File: config.mk
export PLATFORM = sky130hd
export DESIGN_NAME = bcd_adder
export DESIGN_NICKNAME = d
export VERILOG_FILES = /design/src/rtl/bcd_adder.sv
export SDC_FILE = /design/constraint.sdc
export NUM_CORES = 1
export LEC_CHECK = 0
export ABC_AREA = 1
export CELL_PAD_IN_SITES_DETAIL_PLACEMENT = 0
export CELL_PAD_IN_SITES_GLOBAL_PLACEMENT = 1
export CORE_UTILIZATION = 30
export DETAILED_ROUTE_END_ITERATION = 10
export DONT_BUFFER_PORTS = 1
export GPL_TIMING_DRIVEN = 0
export PLACE_DENSITY = 0.58
export SYNTH_ARGS = -nofsm -noshare
export SYNTH_HDL_FRONTEND = slang
export SYNTH_SLANG_ARGS = --single-unit
export TNS_END_PERCENT = 1
File: constraint.sdc
create_clock -name clk -period 5 [get_ports clk]
set_clock_uncertainty 0.15 [all_clocks]
set_input_delay 0.25 -clock clk [delete_from_list [all_inputs] [get_ports clk]]
set_output_delay 0.25 -clock clk [all_outputs]
set_load 0.03 [all_outputs]
File: src/rtl/bcd_adder.sv
// bcd_adder: registered ripple-carry BCD adder with an invalid-digit flag
module bcd_adder #(
    parameter int DIGITS = 1
) (
    input  logic                clk,
    input  logic                rst_n,
    input  logic                in_valid,
    input  logic [4*DIGITS-1:0] a,
    input  logic [4*DIGITS-1:0] b,
    input  logic                cin,
    output logic [4*DIGITS-1:0] sum,
    output logic                finalcarry,
    output logic                out_valid,
    output logic                err
);
    logic [4*DIGITS-1:0] raw, sum_d, sum_q;
    logic                fc_d, fc_q, err_d, err_q, ov_q;
    logic [4:0]          t;
    logic [3:0]          da, db;
    logic                cy;

    // ripple the decimal-corrected digit adders; a non-BCD operand digit zeroes the result
    always_comb begin
        cy    = cin;
        err_d = 1'b0;
        raw   = '0;
        t     = '0;
        da    = '0;
        db    = '0;
        for (int i = 0; i < DIGITS; i++) begin
            da    = a[4*i +: 4];
            db    = b[4*i +: 4];
            t     = {1'b0, da} + {1'b0, db} + {4'b0, cy};
            err_d = err_d | (da > 4'd9) | (db > 4'd9);
            raw[4*i +: 4] = (t > 5'd9) ? t[3:0] + 4'd6 : t[3:0];
            cy    = (t > 5'd9);
        end
        sum_d = err_d ? '0 : raw;
        fc_d  = cy & ~err_d;
    end

    // output stage: reset clears, in_valid captures, otherwise hold with out_valid low
    always_ff @(posedge clk) begin
        if (!rst_n) begin
            sum_q <= '0;
            fc_q  <= 1'b0;
            err_q <= 1'b0;
            ov_q  <= 1'b0;
        end else begin
            ov_q <= in_valid;
            if (in_valid) begin
                sum_q <= sum_d;
                fc_q  <= fc_d;
                err_q <= err_d;
            end
        end
    end

    assign sum        = sum_q;
    assign finalcarry = fc_q;
    assign out_valid  = ov_q;
    assign err        = err_q;
endmodule

# == Yosys cells after proc, flatten, opt, wreduce, memory -nomap -nowiden ==
# Cells that the tools add are included.
# W data, S select, Z words.
# word_totals
mem_count,0
ram_bits,0
inputBits,12
elab_cells,15
latchBits,0
mem_bits_ro,0
output_inout_bits,7
ff_bits,7
# classes
n_reduce_logical,0
n_div,0
n_addsub,3
shift,0
n_mux,2
bitwise_logic,3
magnitude_cmp,3
n_eq_ne,0
mul,0
# op_table
operator,count
$gt A4 B4 Y1 const B,2
$mux W4,2
$add A4 B4 Y5,1
$add A5 B1 Y5,1
$gt A5 B4 Y1 const B,1
$add A4 B3 Y4 const B,1
$and A1 B1 Y1,1
$not A1 Y1,1
$or A1 B1 Y1,1

# == Longest topological paths before layout ==
# Gate-level depths: netlist (run 1).
# depth
depth_word,5
ltp_mapped,14
mapped_depth_nobuf,14

# == Worst setup path before layout (run 1) ==
# OpenSTA, ideal clock, no wires.
# synth_path
path_kind,input to register
startpoint,input a[0]
endpoint,"register sum_q[3], in the netlist sum[3]"
setup_ps,118
setup_slack_ps,2747
required_time_ps,4732
arrival_time_ps,1985
n_path_buf,0
cell_stages,12
cell_sequence,fa_1 fa_1 inv_1 ha_1 inv_1 nor2_1 a21oi_2 nand2_2 nand2_2 nand3_1 nand2_1 a21oi_1
# synth_via
elab_chain_cells,5
word_cells_on_any_way,8
classes_between,add/sub (3); order compare (2); mux (2); bitwise (1)
# synth_rtl
element,line_no,rtl
"start, declared",8,"input logic [4*DIGITS-1:0] a,"
$add A4 B4 Y5,33,"t = {1'b0, da} + {1'b0, db} + {4'b0, cy};"
$add A5 B1 Y5,33,
$add A4 B3 Y4 / $gt A5 B4 Y1 (equally long branches),35,raw[4*i +: 4] = (t > 5'd9) ? t[3:0] + 4'd6 : t[3:0];
$mux W4,35,
$mux W4 (*),38,sum_d = err_d ? '0 : raw;
"end signal, assigned",52,sum_q <= sum_d;
"end, declared",16,"logic [4*DIGITS-1:0] raw, sum_d, sum_q;"
# Mark *: on every way between the ends. The rest lies on a longest branch, timed or not.
# A chain may end at the register's enable or synchronous reset.

# == Worst setup path in the final report (run 1) ==
# Ends and elaborated chain as after synthesis.

==> metrics.txt, run 1 <==
H-tree levels=1; final WL=1071 µm; worst vdd ir=0.1554 mV; delay-heaviest family, CP=adder cells; maximum capacitance violations=0; CP dominant cell by count=nand2_2; layout cells sized above 1=17.07%; Logic pwr share=31.6%; Final Max Tran Viols=0; Crit Path Max Fanout=4; I/O Pins=19; Core Region=0.001577 mm²; r2r setup slk=4.04 ns; Top FF cell, synth=dfxtp_1; worst path cell trace=fa_1 -> fa_1 -> nand2_1 -> nand2_2 -> ha_1 -> inv_1 -> nor2_1 -> a21oi_2 -> nand2_2 -> nand2_2 -> nand3_1 -> nand2_1 -> a21oi_1; post-cts sizing count=0; critical path arrival=2.13 ns; outcome=finished with violations; Finish-stage setup viols=0; CTS tree=done; fin crit period=2.153 ns; Adder-Cell Fraction of Synth Area=17.06%; count of cell types in the netlist=14; Compound-Gate Fraction of Synth Area=13.27%; # hold bufs at CTS=3; Net Sw Frac=34.30%; actual slew at the worst max-slew pin=0.3298 ns; Die Y=43.95 µm; Die Wd=43.95 µm; Internal=112.9 µW; clock latency at the later pin of the worst-skew pair=0.24 ns; CP Data Required Time=4.98 ns; post-CTS setup buffers=0; TritonCTS buffer count=3; Placer Congestion=0.7543; synth warn=0; pin count of the biggest net entering global routing=6; Post-DP Area=548.0 µm²; area grow syn2layout=14.46%; Post-DRT Antenna Nets=0; routed vias/inst=4.796; Worst setup EP type=flip-flop; leakage=0.2981 nW; post-synthesis mux area share=0%; TritonRoute pass-1 iters=7; PnR worst setup slack=2.847 ns; Post-Synth XOR/XNOR Area=0%; initial core utilization=33.49%; GR Overflow Total=0; Clk network pwr share=28.1%; Max clock buf depth=2; PwrDens=284.2 mW/mm²; Post-Route Setup TNS=0 ns; Flop pwr share=40.3%; diode count=0; Mapped Cells=75; Avg Inst Size Synth=7.040 µm²; hold crit path type=in -> reg; register area share after synthesis=26.54%; flops & latches, synth=7; largest family of logic cells by synthesized area=simple AND/OR/NAND/NOR gates; area leader, netlist=dfxtp_1; Sink Count=7; FMAX=0.4644 GHz; violations in the final reports=DRC; Worst-path clk slew=0.05 ns; CP Launch Type=input pin; crit path max-delay cell type=fa_1; Sw Pwr=58.92 µW; kind of critical path=in -> reg; drc violations=1; Post-Place Setup Slack=2.581 ns; global-route wire length before repair=1890 µm; final HPWL from detailed placement=929.1 µm; total die area=0.001932 mm²; post-route clock period utilization=43.07%; antenna violations before repair=0; top post-synthesis cells by area=dfxtp_1 (27%), nand2_1 (13%), nand3_1 (10%); Critical Path Max Stage Delay=0.47 ns; number of global-route vias before repair=478; Fillers=183; Synth async-reset ratio=0%; Root Buffer=clkbuf_4; Yosys top cell area share=26.54%; gr usage total=13.21%; final-stage net count=101; Post-Syn Nets=93; most numerous cell in the Yosys netlist=nand2_1; EDFF count, synth=0; Routed WL per cell=10.93 µm; finished layout cell area=604.3 µm²; simple logic cell fraction of the synthesized area=31.28%; RSZ-0062 raised after global routing=no; Worst slew margin=77.98%; final hold violations=0; Post-Synthesis Cell Area=528.0 µm²; worst path bufs/invs=1; commonest cells in the synthesized netlist=nand2_1 (18), nand3_1 (11), inv_1 (9); site row count=14; PortBufs=0; 1st-iter DRT viols=7; Via Count=470
[metal layers]
layer | track usage [%] | up-vias | share of wire, %
met5 | 0 | - | 0
met4 | 1.818 | 0 | 0
met3 | 7.083 | 0 | 7.4
met2 | 20.90 | 15 | 43
met1 | 16.33 | 199 | 50
li1 | - | 256 | -
[registers in the layout (all words and copies together) (netlist names)]
| signal | count |
|---|---|
| out_valid | 1 |
| sum | 4 |
| err | 1 |
| finalcarry | 1 |
[power groups by stage]
stage	registers [mW]	logic (mW)	clock network, mW
final	0.0692	0.0543	0.0483
after CTS	0.0691	0.0550	0.0522
after detailed placement	0.0703	0.0529	0
after floorplan	0.0698	0.0440	0
after global placement	0.0702	0.0528	0
after global routing	0.0695	0.0640	0.0567
[cell type report]
| type | count | area (µm²) | area share, % |
|---|---|---|---|
| Clock buffer | 4 | 26.28 | 4.348 |
| Tap cell | 16 | 20.02 | 3.313 |
| Multi-Input combinational cell | 55 | 325.3 | 53.83 |
| Timing Repair Buffer | 3 | 30.03 | 4.969 |
| Sequential cell | 7 | 140.1 | 23.19 |
| Inverter | 13 | 62.56 | 10.35 |
[worst register-to-register path, stage by stage (launching register included)]
cell and delay (ns):
dfxtp_1 0.51, nand2_1 0.09, a21oi_1 0.14
[cell usage in the layout (no fill, tap or decap), drive strengths merged]
cell and instances:
a21oi 8, bufinv 1, clkbuf 4, dfxtp 7, dlygate4sd3 3, fa 2
ha 4, inv 12, nand2 23, nand3 11, nor2 3, o211ai 1
o21ai 3
[worst paths after layout]
check / endpoint / cells after the start / startpoint
min: finalcarry$_SDFFE_PN0P_ / 2 / rst_n
min reg2reg: sum[0]$_SDFFE_PN0P_ / 2 / sum[0]$_SDFFE_PN0P_
max reg2reg: sum[2]$_SDFFE_PN0P_ / 2 / sum[2]$_SDFFE_PN0P_
max: sum[3]$_SDFFE_PN0P_ / 13 / a[0]
[per-stage QoR]
step	instances	utilization, %	hold WS (ns)	power [mW]
floorplan	75	-	0.1935	0.1138
global route	98	38.33	0.09190	0.1902
detailed placement	91	34.76	0.2016	0.1232
CTS	98	38.33	0.06831	0.1763
finish	98	38.33	0.07247	0.1718
global placement	91	34.76	0.2032	0.1230
[cells by family (layout without fill, tap and decap cells)]
family	after synthesis	in the layout
and+or+nand+nor	37	37
buffers and inverters	13	20
AOI/OAI and AO/OA	12	12
DFF	7	7
adders and majority gates	6	6
Power figures use the tool's default switching activity.
==> inputs of run 2 (changes only) <==
clock period = 2.1 ns   (was 5 ns; I/O delays follow)
==> run 2 against run 1 <==
Effect of this change: the run still ends with DRC left; largest power group unchanged; first-iteration DRC count down 71%; via count rose by 3.2%; sequential cell count unchanged; final cell count is 1.0% higher; combinational power is 150% higher; core utilization grew 0.95 points; highest routed layer unchanged; setup slack worse by 2.7 ns; die area unchanged.
==> metrics.txt, run 2 (synthesized netlist as in run 1, its figures left out) <==
Crit Path Max Fanout=4; most frequent cells in the layout=nand2_1 (18), nand3_1 (11), inv_1 (9); Placer Congestion=0.6963; final-stage net count=102; global-route wire length before repair=1821 µm; Finished Layout Cells=99; 1st-iter DRT viols=2; Post-DRT Antenna Nets=0; critical path arrival=1.92 ns; Die Y=43.95 µm; diode count=0; worst vdd ir=0.3291 mV; I/O Pins=19; layout cells sized above 1=19.28%; final WL=1071 µm; fin crit period=1.938 ns; initial core utilization=33.49%; RSZ-0062 raised after global routing=no; violations in the final reports=DRC; max reg flops=4; antenna violations before repair=0; kind of critical path=in -> reg; CP Data Required Time=2.08 ns; Die Wd=43.95 µm; total die area=0.001932 mm²; number of global-route vias before repair=472; Worst slew margin=78.00%; outcome=finished with violations; area grow syn2layout=17.30%; hold crit path type=in -> reg; routed vias/inst=4.899; FMAX=0.5160 GHz; CP startpoint=a[0]; Worst Hold Depth=3; GR Overflow Total=0; final HPWL from detailed placement=897.9 µm; pin count of the biggest net entering global routing=6; R2R Path Start=err$_SDFFE_PN0P_; number of cells on the worst reg-to-reg path=3; final hold violations=0; worst r2r dst=err$_SDFFE_PN0P_; drc violations=1; CP Launch Type=input pin; H-tree levels=1; gr usage total=12.97%; post-route clock period utilization=92.28%; Placed Cells=91; Root Buffer=clkbuf_4; actual slew at the worst max-slew pin=0.3295 ns; capture point of the critical path=sum[3]$_SDFFE_PN0P_; PortBufs=0; Worst-path clk slew=0.05 ns; maximum capacitance violations=0; Sink Count=7; TritonCTS buffer count=3; leakage=0.2993 nW; Routed WL per cell=10.82 µm; PwrDens=673.9 mW/mm²; site row count=14; Worst setup EP type=flip-flop; CTS tree=done; clock latency at the later pin of the worst-skew pair=0.25 ns; r2r setup slk=0.61 ns; TritonRoute pass-1 iters=7; Finish-stage setup viols=0; Core Region=0.001577 mm²; commonest non-fill, non-tap cell in the layout=nand2_1; Max clock buf depth=2; Via Count=485; Final Max Tran Viols=0; Final Power=417.4 µW
run 2: cell type report:
class / instances / area [µm²]
inverters: 13 / 62.56
fillers: 183 / 957.2
repair buffers: 4 / 40.04
flip-flops and latches: 7 / 140.1
multi-input cells: 55 / 330.3
well taps: 16 / 20.02
clock buffers: 4 / 26.28
run 2: worst min path at each step:
stage	from	endpoint	slack (ns)
5_1_grt	cin	sum[0]$_SDFFE_PN0P_	0.16
6_report	cin	sum[0]$_SDFFE_PN0P_	0.13
2_1_floorplan	in_valid	out_valid$_SDFF_PN0_	0.05
3_3_place_gp	in_valid	out_valid$_SDFF_PN0_	0.06
4_1_cts	b[1]	sum[1]$_SDFFE_PN0P_	0.14
3_5_place_dp	in_valid	out_valid$_SDFF_PN0_	0.06
run 2: metrics by stage:
step	TNS, ns	utilization, %	setup WS, ns	hold slack [ns]	area (µm²)
4_1_cts	0	39.13	0.1251	0.1369	616.8
2_1_floorplan	0	-	0.03772	0.04845	530.5
5_1_grt	0	39.29	0.008430	0.1557	619.3
6_report	0	39.29	0.1622	0.1333	619.3
3_5_place_dp	-0.4415	34.92	-0.1412	0.05853	550.5
3_3_place_gp	-0.4048	34.92	-0.1240	0.05503	550.5
run 2: timing repair:
action	4_1_cts	5_1_grt
setup endpoints to repair	0	3
resized for setup	0	1
buffers inserted	0	0
hold buffers	4	0
hold endpoints to repair	7	0
run 2: worst max-delay path, stage by stage:
cell	delay, ns
fa_2	0.41
fa_2	0.57
inv_1	0.06
ha_1	0.18
inv_1	0.07
nor2_1	0.04
a21oi_2	0.11
nand2_2	0.09
nand2_2	0.09
nand3_1	0.07
nand2_1	0.06
a21oi_1	0.05
run 2: power breakdown:
group,leakage [nW],switching [mW],internal (mW)
sequential,0.0574,0.0224,0.142
clock,0.0150,0.0460,0.0723
combinational,0.227,0.0766,0.0580
run 2: metal layers:
| layer | up-vias | track usage, % | wire (µm) |
|---|---|---|---|
| li1 | 256 | - | - |
| met2 | 19 | 19.40 | 464 |
| met3 | 0 | 6.667 | 83 |
| met5 | - | 0 | 0 |
| met1 | 210 | 17.13 | 524 |
| met4 | 0 | 1.818 | 0 |
==> inputs of run 3 (changes only) <==
ABC_AREA = default   (was 1)
CORE_MARGIN = 2   (was default)
PLACE_DENSITY = 0.55   (was 0.58)
SLEW_MARGIN = 5   (was default)
==> run 3 against run 2 <==
Effect of this change: the flow finishes with violations (setup timing); non-clock buffer count grew 5; power grew 10%; sequential power is essentially flat; critical path depth shrank 4; clock power grew 5%; via count shrank 11%; die area grew 2.9%; global-route usage grew 0.54 points; register-to-register slack lost 0.02 ns; setup slack lost 0.17 ns.
==> metrics.txt, run 3 <==
final core utilization=42.69%; max reg flops=4; Worst setup EP type=flip-flop; delay-heaviest family, CP=adder cells; Mapped Cells=53; final hold violations=0; final-stage net count=83; drc violations=0; Post-Syn Nets=71; Routed WL per cell=14.25 µm; hold crit path type=in -> reg; area grow syn2layout=31.65%; kind of critical path=in -> reg; Post-Synthesis Cell Area=494.2 µm²; pin count of the biggest net entering global routing=11; fin crit period=2.106 ns; Max clock buf depth=2; Die Y=44.59 µm; layout cells sized above 1=26.56%; register area share after synthesis=28.35%; CP Launch Type=input pin; Post-Route Setup TNS=-0.005980 ns; worst vdd ir=0.2571 mV; critical path arrival=2.14 ns; outcome=finished with violations; worst path cell trace=fa_2 -> fa_2 -> clkinv_4 -> ha_4 -> nor2b_4 -> o41ai_4 -> mux2_4 -> o22ai_2; Root Buffer=clkbuf_4; PwrDens=707.8 mW/mm²; crit path max-delay cell type=fa_2; gr usage total=13.51%; Synth async-reset ratio=0%; commonest cells in the synthesized netlist=dfxtp_1 (7), nor2b_1 (5), a21oi_1 (4), ha_1 (4); Top FF cell, synth=dfxtp_1; Avg Inst Size Synth=9.325 µm²; TritonRoute pass-1 iters=4; antenna violations before repair=0; violations in the final reports=setup timing; FMAX=0.4748 GHz; leakage=0.2616 nW; diode count=0; Sink Count=7; EDFF count, synth=0; Die Wd=44.59 µm; final WL=1140 µm; area leader, netlist=dfxtp_1; Worst-path clk slew=0.05 ns; Post-DRT Antenna Nets=0; top post-synthesis cells by area=dfxtp_1 (28%), ha_1 (10%), fa_1 (8.1%); CP dominant cell by count=fa_2; 1st-iter DRT viols=6; PortBufs=0; Finish-stage setup viols=1; H-tree levels=1; final HPWL from detailed placement=892 µm; clock latency at the later pin of the worst-skew pair=0.25 ns; PnR worst setup slack=-0.005980 ns; synth warn=0; initial core utilization=32.43%; worst path bufs/invs=1; Final Max Tran Viols=0; post-route clock period utilization=100.3%; count of cell types in the netlist=27; most numerous cell in the Yosys netlist=dfxtp_1; most frequent cells in the layout=dfxtp_1 (7), nor2b_1 (4), a21oi_1 (4), dlygate4sd3_1 (4); site row count=14; total die area=0.001988 mm²; Placer Congestion=0.7116; Crit Path Max Fanout=3; Core Region=0.001524 mm²; I/O Pins=19; actual slew at the worst max-slew pin=0.3619 ns; Placed Cells=69; TritonCTS buffer count=3; Yosys top cell area share=28.35%; commonest non-fill, non-tap cell in the layout=dfxtp_1; number of global-route vias before repair=466; RSZ-0062 raised after global routing=yes; Critical Path Max Stage Delay=0.58 ns; flops & latches, synth=7; Via Count=434; GR Overflow Total=0; CTS tree=done; Post-Place Setup Slack=-0.4605 ns; Finished Layout Cells=80; global-route wire length before repair=1973 µm; maximum capacitance violations=0; Worst slew margin=75.87%; CP Data Required Time=2.13 ns; routed vias/inst=5.425; Final Power=460.5 µW
==> run 3: cell types whose count changed after synthesis, moves of 3 or more <==
cell / delta
inv_2: -3
nand3_1: -9
nor2b_1: +5
nand2_2: -5
nand2_1: -16
inv_1: -8
==> run 3: final cells by class <==
class	count	area, µm²
well taps	16	20.02
flip-flops and latches	7	140.1
inverters	2	12.51
plain buffers	2	7.507
repair buffers	7	62.56
fillers	156	873.3
clock buffers	4	26.28
multi-input cells	42	381.6
==> run 3: timing repair <==
item                                   4_1_cts  5_1_grt
pin swaps                                    3        0
setup buffers                                3        0
hold buffers                                 4        0
resized for setup                            2        1
setup endpoints to repair                    1        2
endpoints found under the hold margin        7        0
==> run 3: logic make-up after synthesis <==
family | synth area share [%]
adder cells (fa/ha/maj) | 18.23
flip-flops | 28.35
multiplexers | 4.304
XOR/XNOR | 1.772
buffers and inverters | 3.037
AND/OR/NAND/NOR | 23.04
AO/OA/AOI/OAI | 21.27
==> run 3: final timing paths <==
kind / start / endpoint / slack [ns] / cells after the start
setup / recovery: a[0] / sum[2]$_SDFFE_PN0P_ / -0.006 / 8
hold / removal: rst_n / sum[0]$_SDFFE_PN0P_ / 0.12 / 2
setup reg to reg: err$_SDFFE_PN0P_ / err$_SDFFE_PN0P_ / 0.59 / 3
hold reg to reg: sum[2]$_SDFFE_PN0P_ / sum[2]$_SDFFE_PN0P_ / 0.50 / 2
==> run 3: power by group <==
group / total [mW] / switching (mW) / internal [mW]
clock: 0.124 / 0.0516 / 0.0726
combinational: 0.171 / 0.0759 / 0.0951
sequential: 0.165 / 0.0231 / 0.142
total: 0.460 / 0.151 / 0.310
==> run 3: through the flow <==
step / hold WS (ns) / instance area (µm²)
floorplan: 0.04932 / 528.0
global placement: 0.05604 / 548.0
detailed placement: 0.05800 / 548.0
CTS: 0.1207 / 644.4
global route: 0.1385 / 650.6
finish: 0.1162 / 650.6
==> run 3: per-layer routing <==
| layer | GRT usage [%] | up-vias | share of wire, % |
|---|---|---|---|
| met5 | 0 | - | 0 |
| met4 | 1.818 | 0 | 0 |
| met3 | 5.714 | 0 | 7.3 |
| met2 | 24.93 | 16 | 53 |
| met1 | 14.43 | 206 | 40 |
| li1 | - | 212 | - |
